## config.mk

```make
export PLATFORM = sky130hd
export DESIGN_NAME = sprite_addr_gen_flat
export DESIGN_NICKNAME = d
export VERILOG_FILES = /design/src/rtl/sprite_addr_gen_pkg.sv /design/src/rtl/sprite_addr_gen_if.sv /design/src/rtl/sprite_addr_gen_anim_counter.sv /design/src/rtl/sprite_addr_gen.sv /design/src/flat_wrapper.sv
export SDC_FILE = /design/constraint.sdc
export NUM_CORES = 1
export LEC_CHECK = 0
export ABC_AREA = 1
export BUFFER_PORTS_ARGS = -buffer_cell sky130_fd_sc_hd__buf_2
export CORE_ASPECT_RATIO = 2
export CORE_MARGIN = 2
export CORE_UTILIZATION = 45
export CTS_BUF_LIST = sky130_fd_sc_hd__clkbuf_8 sky130_fd_sc_hd__clkbuf_16
export DETAILED_ROUTE_END_ITERATION = 8
export PLACE_DENSITY = 0.75
export SLEW_MARGIN = 5
export SYNTH_ARGS = -nofsm -noshare
export SYNTH_HDL_FRONTEND = slang
export SYNTH_HIERARCHICAL = 1
export SYNTH_SLANG_ARGS = --single-unit
```

## constraint.sdc

```tcl
create_clock -name Clk -period 5.4 [get_ports Clk]
set_input_delay 0.27 -clock Clk [delete_from_list [all_inputs] [get_ports Clk]]
set_output_delay 0.27 -clock Clk [all_outputs]
set_load 0.01 [all_outputs]
```

## src/rtl/sprite_addr_gen_pkg.sv

```systemverilog
// Shared types and constants for the sprite address generators.
// Latency: n/a (package only).
// Backpressure: none; the pixel stream is free-running.
package sprite_addr_gen_pkg;

  // Visible screen area and the colour the mapper treats as transparent
  localparam int          SCREEN_W = 640;
  localparam int          SCREEN_H = 480;
  localparam logic [23:0] BG_KEY   = 24'hF442EE;

  // Sprite top-left corner as held in the shadow registers
  typedef struct packed {
    logic [9:0] x;
    logic [9:0] y;
  } sprite_pos_t;

  // Counter width that stays at least one bit for degenerate sizes
  function automatic int cnt_bits(input int n);
    return (n > 1) ? $clog2(n) : 1;
  endfunction

endpackage

```

## src/rtl/sprite_addr_gen_if.sv

```systemverilog
// Pixel-stream and sprite-control bundle between timing logic and one sprite generator.
// Latency: n/a (wiring only).
// Backpressure: none; every pixel is consumed on the cycle it is presented.
interface sprite_addr_gen_if #(
  parameter int ADDR_W  = 16,
  parameter int FRAME_W = 2
);
  logic               frame_start;
  logic [9:0]         DrawX;
  logic [9:0]         DrawY;
  logic [9:0]         pos_x;
  logic [9:0]         pos_y;
  logic               flip_x;
  logic               anim_en;
  logic               visible;
  logic               is_sprite;
  logic [ADDR_W-1:0]  sprite_addr;
  logic [FRAME_W-1:0] anim_frame;

  // Sprite generator side: consumes the pixel stream, produces ROM addressing
  modport master (
    input  frame_start, DrawX, DrawY, pos_x, pos_y, flip_x, anim_en, visible,
    output is_sprite, sprite_addr, anim_frame
  );

  // Timing/control side: drives the pixel stream, consumes ROM addressing
  modport slave (
    output frame_start, DrawX, DrawY, pos_x, pos_y, flip_x, anim_en, visible,
    input  is_sprite, sprite_addr, anim_frame
  );
endinterface

```

## src/rtl/sprite_addr_gen_anim_counter.sv

```systemverilog
// Animation sequencer: holds each frame for FRAME_HOLD ticks, then steps the frame index.
// Latency: anim_frame changes on the clock edge that ends the tick cycle.
// Backpressure: none; ticks are never refused.
module anim_counter
  import sprite_addr_gen_pkg::*;
#(
  parameter int NUM_FRAMES = 4,
  parameter int FRAME_HOLD = 8,
  parameter int FRAME_W    = cnt_bits(NUM_FRAMES)
) (
  input  logic               Clk,
  input  logic               Reset,
  input  logic               tick,
  input  logic               clr,
  output logic [FRAME_W-1:0] anim_frame
);
  localparam int HOLD_W = cnt_bits(FRAME_HOLD);

  logic [HOLD_W-1:0]  hold_q, hold_d;
  logic [FRAME_W-1:0] frame_q, frame_d;

  // Next hold count / frame index; clr wins so a paused sprite restarts its hold cleanly
  always_comb begin
    hold_d  = hold_q;
    frame_d = frame_q;
    if (clr) begin
      hold_d = '0;
    end else if (tick) begin
      if (hold_q == HOLD_W'(FRAME_HOLD - 1)) begin
        hold_d  = '0;
        frame_d = (frame_q == FRAME_W'(NUM_FRAMES - 1)) ? '0 : frame_q + FRAME_W'(1);
      end else begin
        hold_d = hold_q + HOLD_W'(1);
      end
    end
  end

  // Counter state registers
  always_ff @(posedge Clk or posedge Reset) begin
    if (Reset) begin
      hold_q  <= '0;
      frame_q <= '0;
    end else begin
      hold_q  <= hold_d;
      frame_q <= frame_d;
    end
  end

  assign anim_frame = frame_q;
endmodule

```

## src/rtl/sprite_addr_gen.sv

```systemverilog
// Per-pixel sprite hit test and ROM address generation with vblank-latched position.
// Latency: is_sprite/sprite_addr are registered, one Clk after DrawX/DrawY.
// Backpressure: none; a result is produced every cycle.
module sprite_addr_gen
  import sprite_addr_gen_pkg::*;
#(
  parameter int SPR_W      = 64,
  parameter int SPR_H      = 64,
  parameter int NUM_FRAMES = 4,
  parameter int FRAME_HOLD = 8,
  parameter int ADDR_W     = 16,
  parameter int FRAME_W    = cnt_bits(NUM_FRAMES)
) (
  input  logic              Clk,
  input  logic              Reset,
  sprite_addr_gen_if.master bus
);
  sprite_pos_t       pos_q, pos_d;
  logic              flip_q, flip_d;
  logic              vis_q, vis_d;
  logic              is_q, is_d;
  logic [ADDR_W-1:0] addr_q, addr_d;
  logic [FRAME_W-1:0] frame;

  logic [10:0] dx11, dy11, px11, py11;
  logic        hit;
  logic [9:0]  col_raw, row_raw, col_eff;

  anim_counter #(
    .NUM_FRAMES (NUM_FRAMES),
    .FRAME_HOLD (FRAME_HOLD),
    .FRAME_W    (FRAME_W)
  ) u_anim (
    .Clk        (Clk),
    .Reset      (Reset),
    .tick       (bus.frame_start & bus.anim_en),
    .clr        (bus.frame_start & ~bus.anim_en),
    .anim_frame (frame)
  );

  // Shadow capture only at vblank so a sprite never moves mid-frame
  always_comb begin
    pos_d  = pos_q;
    flip_d = flip_q;
    vis_d  = vis_q;
    if (bus.frame_start) begin
      pos_d  = '{x: bus.pos_x, y: bus.pos_y};
      flip_d = bus.flip_x;
      vis_d  = bus.visible;
    end
  end

  // Hit test in 11 bits so a box hanging off the right/bottom edge clips instead of wrapping
  always_comb begin
    dx11    = {1'b0, bus.DrawX};
    dy11    = {1'b0, bus.DrawY};
    px11    = {1'b0, pos_q.x};
    py11    = {1'b0, pos_q.y};
    hit     = (dx11 >= px11) && (dx11 < px11 + 11'(SPR_W)) &&
              (dy11 >= py11) && (dy11 < py11 + 11'(SPR_H));
    col_raw = bus.DrawX - pos_q.x;
    row_raw = bus.DrawY - pos_q.y;
    col_eff = flip_q ? (10'(SPR_W - 1) - col_raw) : col_raw;
    is_d    = hit && vis_q;
    addr_d  = '0;
    if (is_d) begin
      addr_d = ADDR_W'(frame) * ADDR_W'(SPR_W * SPR_H)
             + ADDR_W'(row_raw) * ADDR_W'(SPR_W)
             + ADDR_W'(col_eff);
    end
  end

  // Shadow and output registers; reset forces outputs to zero immediately
  always_ff @(posedge Clk or posedge Reset) begin
    if (Reset) begin
      pos_q  <= '0;
      flip_q <= 1'b0;
      vis_q  <= 1'b0;
      is_q   <= 1'b0;
      addr_q <= '0;
    end else begin
      pos_q  <= pos_d;
      flip_q <= flip_d;
      vis_q  <= vis_d;
      is_q   <= is_d;
      addr_q <= addr_d;
    end
  end

  assign bus.is_sprite   = is_q;
  assign bus.sprite_addr = addr_q;
  assign bus.anim_frame  = frame;
endmodule

```

## src/flat_wrapper.sv

```systemverilog
// flat-port wrapper written by rule: the top's interface ports become plain ports
module sprite_addr_gen_flat import sprite_addr_gen_pkg::*;
#(
  parameter int SPR_W      = 64,
  parameter int SPR_H      = 64,
  parameter int NUM_FRAMES = 4,
  parameter int FRAME_HOLD = 8,
  parameter int ADDR_W     = 16,
  parameter int FRAME_W    = cnt_bits(NUM_FRAMES)
)
  (Clk, Reset, bus_frame_start, bus_DrawX, bus_DrawY, bus_pos_x, bus_pos_y, bus_flip_x, bus_anim_en, bus_visible, bus_is_sprite, bus_sprite_addr, bus_anim_frame);
  sprite_addr_gen_if #(.ADDR_W(ADDR_W), .FRAME_W(FRAME_W)) bus_i ();
  input  logic Clk;
  input  logic Reset;
  input wire logic [$bits(bus_i.frame_start)-1:0] bus_frame_start;
  input wire logic [$bits(bus_i.DrawX)-1:0] bus_DrawX;
  input wire logic [$bits(bus_i.DrawY)-1:0] bus_DrawY;
  input wire logic [$bits(bus_i.pos_x)-1:0] bus_pos_x;
  input wire logic [$bits(bus_i.pos_y)-1:0] bus_pos_y;
  input wire logic [$bits(bus_i.flip_x)-1:0] bus_flip_x;
  input wire logic [$bits(bus_i.anim_en)-1:0] bus_anim_en;
  input wire logic [$bits(bus_i.visible)-1:0] bus_visible;
  output wire logic [$bits(bus_i.is_sprite)-1:0] bus_is_sprite;
  output wire logic [$bits(bus_i.sprite_addr)-1:0] bus_sprite_addr;
  output wire logic [$bits(bus_i.anim_frame)-1:0] bus_anim_frame;
  assign bus_i.frame_start = bus_frame_start;
  assign bus_i.DrawX = bus_DrawX;
  assign bus_i.DrawY = bus_DrawY;
  assign bus_i.pos_x = bus_pos_x;
  assign bus_i.pos_y = bus_pos_y;
  assign bus_i.flip_x = bus_flip_x;
  assign bus_i.anim_en = bus_anim_en;
  assign bus_i.visible = bus_visible;
  assign bus_is_sprite = bus_i.is_sprite;
  assign bus_sprite_addr = bus_i.sprite_addr;
  assign bus_anim_frame = bus_i.anim_frame;
  sprite_addr_gen #(.SPR_W(SPR_W), .SPR_H(SPR_H), .NUM_FRAMES(NUM_FRAMES), .FRAME_HOLD(FRAME_HOLD), .ADDR_W(ADDR_W), .FRAME_W(FRAME_W)) u_core (.Clk(Clk), .Reset(Reset), .bus(bus_i));
endmodule
```

==> flow_summary.yaml, run 1 <==
grt:
  grt.total_usage_pct: 17.9
  grt_max_degree: 45
  antenna_found_initial: 0
  grt_use_met2_pct: 30.8
  grt_pass1_vias: 2818
  gr-total-overflow: 0
  met3_usage_pct: 3.35
  met1_usage_pct: 22.7
  grt_pass1_wl_um: 11900
  busiest_layer: "met2"
logic_synthesis:
  synthArstFlopShare_pct: 100
  synth_most_common_cell: "nand2_1"
  synth_edf_count: 0
  syn_area_per_cell_um2: 7.42
  yosysTopAreaCell: "dfrtp_1"
  syn-cell-area_um2: 3410
  synth.area.top_cells: "dfrtp_1, ha_1, nand2_1, inv_1, nand3_1"
  synth_cell_type_count: 29
  synth_top_area_share_pct: 32.3
  ys_seq_area_share_pct: 32.3
  synthFlopType: "dfrtp_1"
  synthCells: 460
  synth_warnings: 6
  synth_common_cells: "nand2_1, inv_1, dfrtp_1, ha_1, nor2_1"
  synth_nets: 549
  ys_ff_latch: 44
setup_path:
  start_kind: "flop"
  crit_required_ns: 5.56
  path_cells: "inv_1 -> ha_1 -> a21oi_1 -> a21boi_0 -> nand2_1 -> xnor2_1 -> ha_1 -> nand2_1 -> o21ai_0 -> ha_1 -> nand4_1 -> nand2_1 -> nor2_1 -> nor2_1 -> nand3_1 -> nand2_1 -> xnor2_1 -> nor2_1"
  crit_type: "reg2reg"
  path_max_fanout: 6
  reg2reg_slack_ns: 2.13
  cpMostUsedCell: "nand2_1"
  critical-path-slowest-cell: "dfrtp_1"
  arrival_ns: 3.43
  worstReg2RegEnd: "u_core/bus.sprite_addr[13]$_DFF_PP0_"
  cpPeakStageDelay_ns: 0.39
  r2r-start: "u_core/pos_q[16]$_DFFE_PP0P_"
  end_kind: "flop"
  crit_start: "u_core/pos_q[16]$_DFFE_PP0P_"
  r2r_cells: 18
drt:
  first_pass_iters: 6
  wl_um: 6780
  wl_per_cell_um: 10.9
  routed_via_density: 4.83
  ant_nets: 0
  routed-via-count: 2990
  drtIter0Drc: 100
  drcViolationCount: 0
floorplanning:
  die_x_um: 65.6
  core.rowCount: 45
  start_util_pct: 45.6
  core_area_um2: 7490
  io_pins: 65
  dieArea_um2: 8340
  die_h_um: 127
power_and_ir_drop:
  p_leak_nw: 2.26
  power_frac_clock_pct: 29.3
  comb_power_share_pct: 38.7
  vdd_drop_max_mv: 0.159
  p_sw_mw: 0.406
  p_int_mw: 0.745
  power_frac_seq_pct: 32.0
  p_sw_share_pct: 35.3
  power.density_nw_per_um2: 289
hold_path:
  min_path_cells: 3
  hold_start: "bus_pos_y[1]"
  worstHoldPathType: "in2reg"
  hold_end: "u_core/pos_q[1]$_DFFE_PP0P_"
clocking:
  cts_sinks: 44
  numCtsBuffers: 5
  tritoncts: "done"
  clock_latency_ns: 0.28
  clock_path_buffers: 2
  cts-root-buf: "clkbuf_16"
  clk_pin_slew_ns: 0.06
  htreeDepth: 2
timing:
  rsz0062_at_grt: "no"
  fin_crit_sh_pct: 60.6
  final_hold_viol_count: 0
  skew_ns: 0.00406
  finalSetupViolCount: 0
  slew_headroom_pct: 57.4
  slew_violations: 0
  tightest_slew_ns: 0.639
  fmax_ghz: 0.305
  setup_tns_ns: 0
  fin_hold_ws_ns: 0.188
  period_minus_slack_ns: 3.27
status:
  status: "complete, no violations"
placement:
  post_dp_cell_area_um2: 3810
  gp_congestion: 0.860
  io_buffers: 64
  hpwl_um: 5410
finish:
  final-seq-area_um2: 1100
  final_nets: 613
  fin_area_um2: 3990
  n_antenna_cell: 0
  area_growth_pct: 16.8
  drive_gt1_share_pct: 17.0
  final.fill_count: 698
  multi_input_area_um2: 2020
  fin_util_pct: 53.2
job:
  drv_cap: 0
[metal layers]
metal | part of all wire, % | up-vias
li1 | - | 1590
met1 | 45 | 1312
met2 | 49 | 79
met3 | 4.7 | 9
met4 | 1.5 | 0
met5 | 0 | -
[critical path, delay by kind of cell, from the launching register on]
family / cells / cell delay (ns)
compound gates: 3 / 0.56
xor+xnor: 2 / 0.34
fa+ha+maj: 3 / 0.98
buf+inv: 1 / 0.08
flops: 1 / 0.39
simple gates: 9 / 0.79
[worst max-delay path by stage]
| stage | endpoint | slack [ns] | cells past startpoint |
|---|---|---|---|
| global route | u_core/bus.sprite_addr[13]$_DFF_PP0_ | 1.75 | 18 |
| floorplan | u_core/bus.sprite_addr[12]$_DFF_PP0_ | 2.45 | 15 |
| global placement | u_core/bus.sprite_addr[15]$_DFF_PP0_ | 2.17 | 24 |
| detailed placement | u_core/bus.sprite_addr[15]$_DFF_PP0_ | 2.11 | 24 |
| CTS | u_core/bus.sprite_addr[15]$_DFF_PP0_ | 2.11 | 19 |
| finish | u_core/bus.sprite_addr[13]$_DFF_PP0_ | 2.13 | 18 |
[logic make-up (layout without fill, tap and decap cells)]
| family | after synthesis | after routing | synth area share, % |
|---|---|---|---|
| and+or+nand+nor | 212 | 212 | 26.6 |
| buffers and inverters | 76 | 141 | 8.69 |
| AOI/OAI and AO/OA | 59 | 59 | 9.31 |
| DFF | 44 | 44 | 32.3 |
| adders and majority gates | 43 | 43 | 16.4 |
| xor gates and xnor gates | 26 | 26 | 6.67 |
[area by class of cell]
type                    instances  area share [%]
clock buffers                   5            3.14
flip-flops and latches         44            27.6
well taps                      94            2.95
clock inverters                 3           0.973
repair buffers                 66            8.47
inverters                      67            6.31
multi-input cells             340            50.5
[what timing repair did]
action | 4_1_cts | 5_1_grt
hold buffers | 1 | 0
endpoints found under the setup margin | 0 | 0
setup buffers | 0 | 0
resized for setup | 0 | 0
hold endpoints to repair | 5 | 0
[registers in the layout (all words and copies together) (netlist names)]
signal	flops
u_core/bus.is_sprite	1
u_core/bus.sprite_addr	16
u_core/flip_q	1
u_core/pos_q	20
u_core/u_anim/anim_frame	2
u_core/u_anim/hold_q	3
u_core/vis_q	1
[through the flow]
step / setup WS, ns / power [mW] / cells
CTS: 2.11 / 1.16 / 619
floorplan: 2.45 / 0.724 / 460
finish: 2.13 / 1.15 / 619
global route: 1.75 / 1.25 / 619
detailed placement: 2.11 / 0.817 / 610
global placement: 2.17 / 0.809 / 610
[power by group through the flow]
stage                     logic (mW)  clock network, mW  registers (mW)
after floorplan                0.352                  0           0.373
after global placement         0.436                  0           0.373
after detailed placement       0.443                  0           0.374
after CTS                      0.447              0.345           0.368
after global routing           0.518              0.359           0.371
final                          0.446              0.337           0.368
[cells in the final DEF, fill, tap and decap left out, types with 14 or more instances in the layout]
cell     Yosys  final
a21oi_1     22     22
o21ai_0     27     27
buf_2        2     64
inv_1       65     66
nand2_1    119    119
xor2_1      14     14
nor2_1      37     37
dfrtp_1     44     44
ha_1        40     40
nand3_1     32     32
Note: power is estimated with default switching activity, not from simulation.
==> run 2, diff against run 1 <==
==> constraint.sdc (replaced) <==
create_clock -name Clk -period 3.09 [get_ports Clk]
set_input_delay 0.1545 -clock Clk [delete_from_list [all_inputs] [get_ports Clk]]
set_output_delay 0.1545 -clock Clk [all_outputs]
set_load 0.01 [all_outputs]
==> flow_summary.yaml, run 2 (synthesis gave the netlist of run 1 again) <==
setup_path:
  end_kind: "flop"
  critical-path-top-delay-family: "adder cells"
  arrival_ns: 3.26
  cpMostUsedCell: "nand2_1"
  start_kind: "flop"
  reg2reg_slack_ns: 0.05
  critical-path-slowest-cell: "fa_2"
  path_buf_inv: 2
  path_max_fanout: 4
  crit_required_ns: 3.31
  path_cells: "ha_2 -> inv_2 -> fa_2 -> nand3_2 -> nand3_4 -> nand2_2 -> nand3_1 -> nand2_2 -> ha_2 -> nor2_4 -> xnor2_2 -> ha_1 -> buf_4 -> a31oi_2 -> nor2_2 -> nand4_1 -> nand2_1 -> nand2_1 -> nand2_1 -> nor2_2"
  cpPeakStageDelay_ns: 0.37
  crit_type: "reg2reg"
timing:
  tightest_slew_ns: 0.725
  fmax_ghz: 0.329
  fin_crit_sh_pct: 98.4
  final_hold_viol_count: 0
  slew_violations: 0
  finalSetupViolCount: 0
  period_minus_slack_ns: 3.04
  fin_hold_ws_ns: 0.0647
  rsz0062_at_grt: "yes"
  skew_ns: 0.00568
  slew_headroom_pct: 51.6
grt:
  gr-total-overflow: 0
  grt.total_usage_pct: 18.5
  met3_usage_pct: 2.55
  grt_max_degree: 30
  grt_pass1_wl_um: 12400
  busiest_layer: "met2"
  grt_pass1_vias: 2953
  met1_usage_pct: 23.1
  grt_use_met2_pct: 32.1
  antenna_found_initial: 0
floorplanning:
  dieArea_um2: 8340
  core.rowCount: 45
  start_util_pct: 45.6
  core_area_um2: 7490
  die_x_um: 65.6
  io_pins: 65
  die_h_um: 127
finish:
  regMostFlops: "u_core/pos_q"
  mostFrequentLayoutCells: "nand2_1, buf_2, inv_1"
  area_growth_pct: 27.1
  fin_area_um2: 4340
  n_antenna_cell: 0
  final_nets: 633
  largest_reg_flops: 20
  drive_gt1_share_pct: 27.0
  instances_no_fill: 639
  layout_commonest_cell: "nand2_1"
clocking:
  clk_pin_slew_ns: 0.07
  clock_path_buffers: 2
  cts_sinks: 44
  cts-root-buf: "clkbuf_16"
  clock_latency_ns: 0.29
  htreeDepth: 2
  numCtsBuffers: 5
  tritoncts: "done"
status:
  status: "complete, no violations"
placement:
  hpwl_um: 5680
  gp_congestion: 0.827
  post_dp_cell_area_um2: 3910
  dp_cells: 623
  io_buffers: 64
drt:
  routed-via-count: 3085
  wl_um: 7480
  drtIter0Drc: 175
  routed_via_density: 4.83
  first_pass_iters: 4
  wl_per_cell_um: 11.7
  drcViolationCount: 0
  ant_nets: 0
power_and_ir_drop:
  p_leak_nw: 2.39
  vdd_drop_max_mv: 0.296
  power.density_nw_per_um2: 524
hold_path:
  worstHoldPathType: "in2reg"
job:
  drv_cap: 0
run 2: cell count changes in the layout (fill, tap and decap cells not counted), sizes merged:
cell / change
buf: +20
run 2: what timing repair did:
| action | 4_1_cts | 5_1_grt |
|---|---|---|
| setup endpoints to repair | 5 | 7 |
| endpoints found under the hold margin | 5 | 0 |
| setup buffers | 0 | 7 |
| hold buffers | 1 | 0 |
| pin swaps | 0 | 21 |
| resized for setup | 4 | 40 |
run 2: path summary, 6_finish.rpt:
check                                                   from                                 endpoint  depth (start not counted)
min in group asynchronous                              Reset  u_core/u_anim/anim_frame[1]$_DFFE_PP0P_                          3
max in group asynchronous                              Reset      u_core/bus.sprite_addr[3]$_DFF_PP0_                          4
worst min-delay path                            bus_pos_y[0]              u_core/pos_q[0]$_DFFE_PP0P_                          3
worst max-delay path            u_core/pos_q[10]$_DFFE_PP0P_     u_core/bus.sprite_addr[14]$_DFF_PP0_                         20
worst max register to register  u_core/pos_q[10]$_DFFE_PP0P_     u_core/bus.sprite_addr[14]$_DFF_PP0_                         20
worst min register to register  u_core/pos_q[10]$_DFFE_PP0P_             u_core/pos_q[10]$_DFFE_PP0P_                          2
run 2: final cells by class:
type	instances	area [µm²]
fillers	693	3150
multi-input cells	340	2210
flip-flops and latches	44	1100
repair buffers	86	488
inverters	67	251
clock buffers	5	125
well taps	94	118
clock inverters	3	38.8
run 2: routing by layer:
layer  wire length [µm]  up-vias
met5                  0        -
met2               3780       71
met4                115        0
met1               3280     1371
met3                299        8
li1                   -     1635
run 2: power by group:
group          switching, mW  total (mW)  internal [mW]
Sequential            0.0261       0.643          0.617
Combinational          0.561        1.02          0.461
Clock                  0.230       0.607          0.377
run 2: stage by stage:
step	total power, mW	TNS, ns	setup slack (ns)	utilization [%]
finish	2.27	0	0.0481	57.9
detailed placement	1.49	-0.396	-0.104	52.2
global placement	1.47	0	0.00330	52.2
floorplan	1.27	0	0.140	-
CTS	2.11	-0.0122	-0.0122	54.7
global route	2.44	-0.493	-0.139	57.9
run 2: worst register-to-register path, delay by kind of cell, from the launching register on:
kind / cells / cell delay [ns]
buffers and inverters: 2 / 0.20
flip-flops: 1 / 0.35
AO/OA/AOI/OAI: 1 / 0.21
XOR/XNOR: 1 / 0.13
AND/OR/NAND/NOR: 12 / 0.99
adder cells (fa/ha/maj): 4 / 1.09
==> run 3, diff against run 2 <==
--- a/config.mk
+++ b/config.mk
@@ -5,14 +5,13 @@
 export SDC_FILE = /design/constraint.sdc
 export NUM_CORES = 1
 export LEC_CHECK = 0
-export ABC_AREA = 1
 export BUFFER_PORTS_ARGS = -buffer_cell sky130_fd_sc_hd__buf_2
 export CORE_ASPECT_RATIO = 2
 export CORE_MARGIN = 2
 export CORE_UTILIZATION = 45
 export CTS_BUF_LIST = sky130_fd_sc_hd__clkbuf_8 sky130_fd_sc_hd__clkbuf_16
 export DETAILED_ROUTE_END_ITERATION = 8
-export PLACE_DENSITY = 0.75
+export PLACE_DENSITY = 0.76
 export SLEW_MARGIN = 5
 export SYNTH_ARGS = -nofsm -noshare
 export SYNTH_HDL_FRONTEND = slang
==> flow_summary.yaml, run 3 <==
clocking:
  numCtsBuffers: 5
  htreeDepth: 2
  tritoncts: "done"
  clk_pin_slew_ns: 0.07
  cts-root-buf: "clkbuf_16"
  cts_sinks: 44
  clock_path_buffers: 2
  clock_latency_ns: 0.29
hold_path:
  hold_start: "bus_pos_x[6]"
  worstHoldPathType: "in2reg"
timing:
  final_hold_viol_count: 0
  tightest_slew_ns: 0.736
  period_minus_slack_ns: 3.62
  rsz0062_at_grt: "yes"
  finalSetupViolCount: 8
  fmax_ghz: 0.276
  setup_ws_ns: -0.532
  slew_violations: 0
  skew_ns: 0.00759
  fin_crit_sh_pct: 117
  slew_headroom_pct: 50.9
setup_path:
  crit_type: "reg2reg"
  end_kind: "flop"
  cpMostUsedCell: "a21oi_2"
  cpPeakStageDelay_ns: 0.41
  path_max_fanout: 3
  critical-path-slowest-cell: "dfrtp_1"
  critical-path-top-delay-family: "adder cells"
  start_kind: "flop"
  arrival_ns: 3.80
  crit_start: "u_core/pos_q[10]$_DFFE_PP0P_"
  path_cells: "ha_4 -> inv_2 -> fa_2 -> a21oi_2 -> o21ai_1 -> a21oi_2 -> xnor2_1 -> inv_1 -> ha_4 -> nor2_4 -> xnor2_2 -> xnor2_1 -> ha_1 -> a21oi_2 -> o21bai_1 -> nand3_1 -> a21oi_2 -> o21ai_1 -> xor3_1 -> nor2b_1"
  r2r-start: "u_core/pos_q[10]$_DFFE_PP0P_"
  crit_required_ns: 3.27
  path_buf_inv: 2
finish:
  final.fill_count: 652
  n_antenna_cell: 0
  instances_no_fill: 533
  multi_input_area_um2: 2030
  drive_gt1_share_pct: 32.1
  final_nets: 531
  layout_commonest_cell: "buf_2"
  fin_area_um2: 4170
  area_growth_pct: 32.0
  final-seq-area_um2: 1100
  largest_reg_flops: 20
  regMostFlops: "u_core/pos_q"
  mostFrequentLayoutCells: "buf_2, dfrtp_1, inv_1, ha_1, buf_4"
logic_synthesis:
  synthCells: 343
  synthArstFlopShare_pct: 100
  synth_edf_count: 0
  syn-cell-area_um2: 3160
  syn_area_per_cell_um2: 9.21
  synth_warnings: 6
  yosysTopAreaCell: "dfrtp_1"
  synth_cell_type_count: 44
  synthFlopType: "dfrtp_1"
  synth_common_cells: "dfrtp_1, ha_1, inv_1, o21ai_0, nand2_1"
  ys_ff_latch: 44
  synth_nets: 432
  ys_seq_area_share_pct: 34.8
  synth_most_common_cell: "dfrtp_1"
  synth.area.top_cells: "dfrtp_1, ha_1, xnor2_1, o21ai_0, inv_1"
  synth_top_area_share_pct: 34.8
floorplanning:
  die_x_um: 63.3
  die_h_um: 123
  start_util_pct: 45.9
  dieArea_um2: 7750
  core.rowCount: 43
  io_pins: 65
  core_area_um2: 6890
job:
  drv_cap: 0
drt:
  routed_via_density: 5.30
  ant_nets: 0
  drcViolationCount: 0
  wl_per_cell_um: 15.0
  drtIter0Drc: 104
  routed-via-count: 2824
  first_pass_iters: 4
  wl_um: 8000
power_and_ir_drop:
  p_total_mw: 2.45
  power_frac_clock_pct: 25.9
  vdd_drop_max_mv: 0.413
  power_frac_seq_pct: 26.0
  p_sw_mw: 0.831
  p_sw_share_pct: 34.0
  p_leak_nw: 2.16
  power.density_nw_per_um2: 586
  p_int_mw: 1.62
  comb_power_share_pct: 48.1
placement:
  preCtsSetupSlack_ns: -0.417
  dp_cells: 519
  gp_congestion: 0.861
  hpwl_um: 6220
  io_buffers: 64
  post_dp_cell_area_um2: 3840
grt:
  antenna_found_initial: 0
  grt_pass1_vias: 3006
  grt_pass1_wl_um: 13000
  grt.total_usage_pct: 21.6
  gr-total-overflow: 0
  grt_max_degree: 44
status:
  violations: "setup timing"
  status: "finished, violations left"
[run 3: logic make-up after synthesis]
| group | count (synthesis) | share of synthesized area, % |
|---|---|---|
| AO/OA/AOI/OAI | 86 | 16.9 |
| AND/OR/NAND/NOR | 82 | 12.2 |
| buffers and inverters | 47 | 6.06 |
| flip-flops | 44 | 34.8 |
| adder cells (fa/ha/maj) | 43 | 17.7 |
| XOR/XNOR | 35 | 10.2 |
| multiplexers | 6 | 2.10 |
[run 3: per-stage QoR]
step / TNS, ns / util, % / hold slack, ns
after floorplan: -0.317 / - / -0.0670
after global placement: -1.01 / 55.7 / 0.0787
after detailed placement: -1.75 / 55.7 / 0.0847
after CTS: -1.66 / 59.6 / 0.0662
after global routing: -3.64 / 60.6 / 0.0820
final: -2.35 / 60.6 / 0.0699
[run 3: power by group through the flow]
stage	Clock (mW)	Combinational, mW	Sequential, mW
6_report	0.634	1.18	0.637
5_1_grt	0.674	1.27	0.641
4_1_cts	0.652	1.07	0.637
3_5_place_dp	0	0.961	0.647
3_3_place_gp	0	0.934	0.645
2_1_floorplan	0	0.614	0.651
[run 3: final timing paths]
kind                                                           end  cells past startpoint  slack [ns]
min in group asynchronous  u_core/u_anim/anim_frame[0]$_DFFE_PP0P_                      3        0.32
hold reg to reg                        u_core/pos_q[0]$_DFFE_PP0P_                      1        0.51
max in group asynchronous              u_core/pos_q[0]$_DFFE_PP0P_                      4        1.77
hold / removal                        u_core/pos_q[16]$_DFFE_PP0P_                      3        0.07
setup / recovery              u_core/bus.sprite_addr[15]$_DFF_PP0_                     20       -0.53
setup reg to reg              u_core/bus.sprite_addr[15]$_DFF_PP0_                     20       -0.53
[run 3: metal layers]
| layer | vias up | global-route usage [%] | part of all wire (%) |
|---|---|---|---|
| met1 | 1338 | 20.1 | 34 |
| met2 | 87 | 42.2 | 58 |
| li1 | 1365 | - | - |
| met3 | 34 | 3.21 | 3.6 |
| met4 | 0 | 14.5 | 5.2 |
| met5 | - | 0 | 0 |
[run 3: layout make-up]
type                    count  area share (%)
multi-input cells         252            48.7
clock buffers               6            3.33
flip-flops and latches     44            26.4
inverters                  38            3.42
clock inverters             2           0.930
well taps                  90            2.70
repair buffers            101            14.6
[run 3: repair_timing]
item | in CTS | in global routing
hold buffers | 1 | 0
setup buffers | 3 | 4
gates resized for setup | 10 | 8
setup endpoints to repair | 7 | 8
pin swaps | 10 | 15
hold endpoints to repair | 5 | 0
[run 3: worst min-delay path: cells and delay by family]
kind	cells	cell delay, ns
buffers and inverters	1	0.08
AOI/OAI and AO/OA	1	0.05
and+or+nand+nor	1	0.04
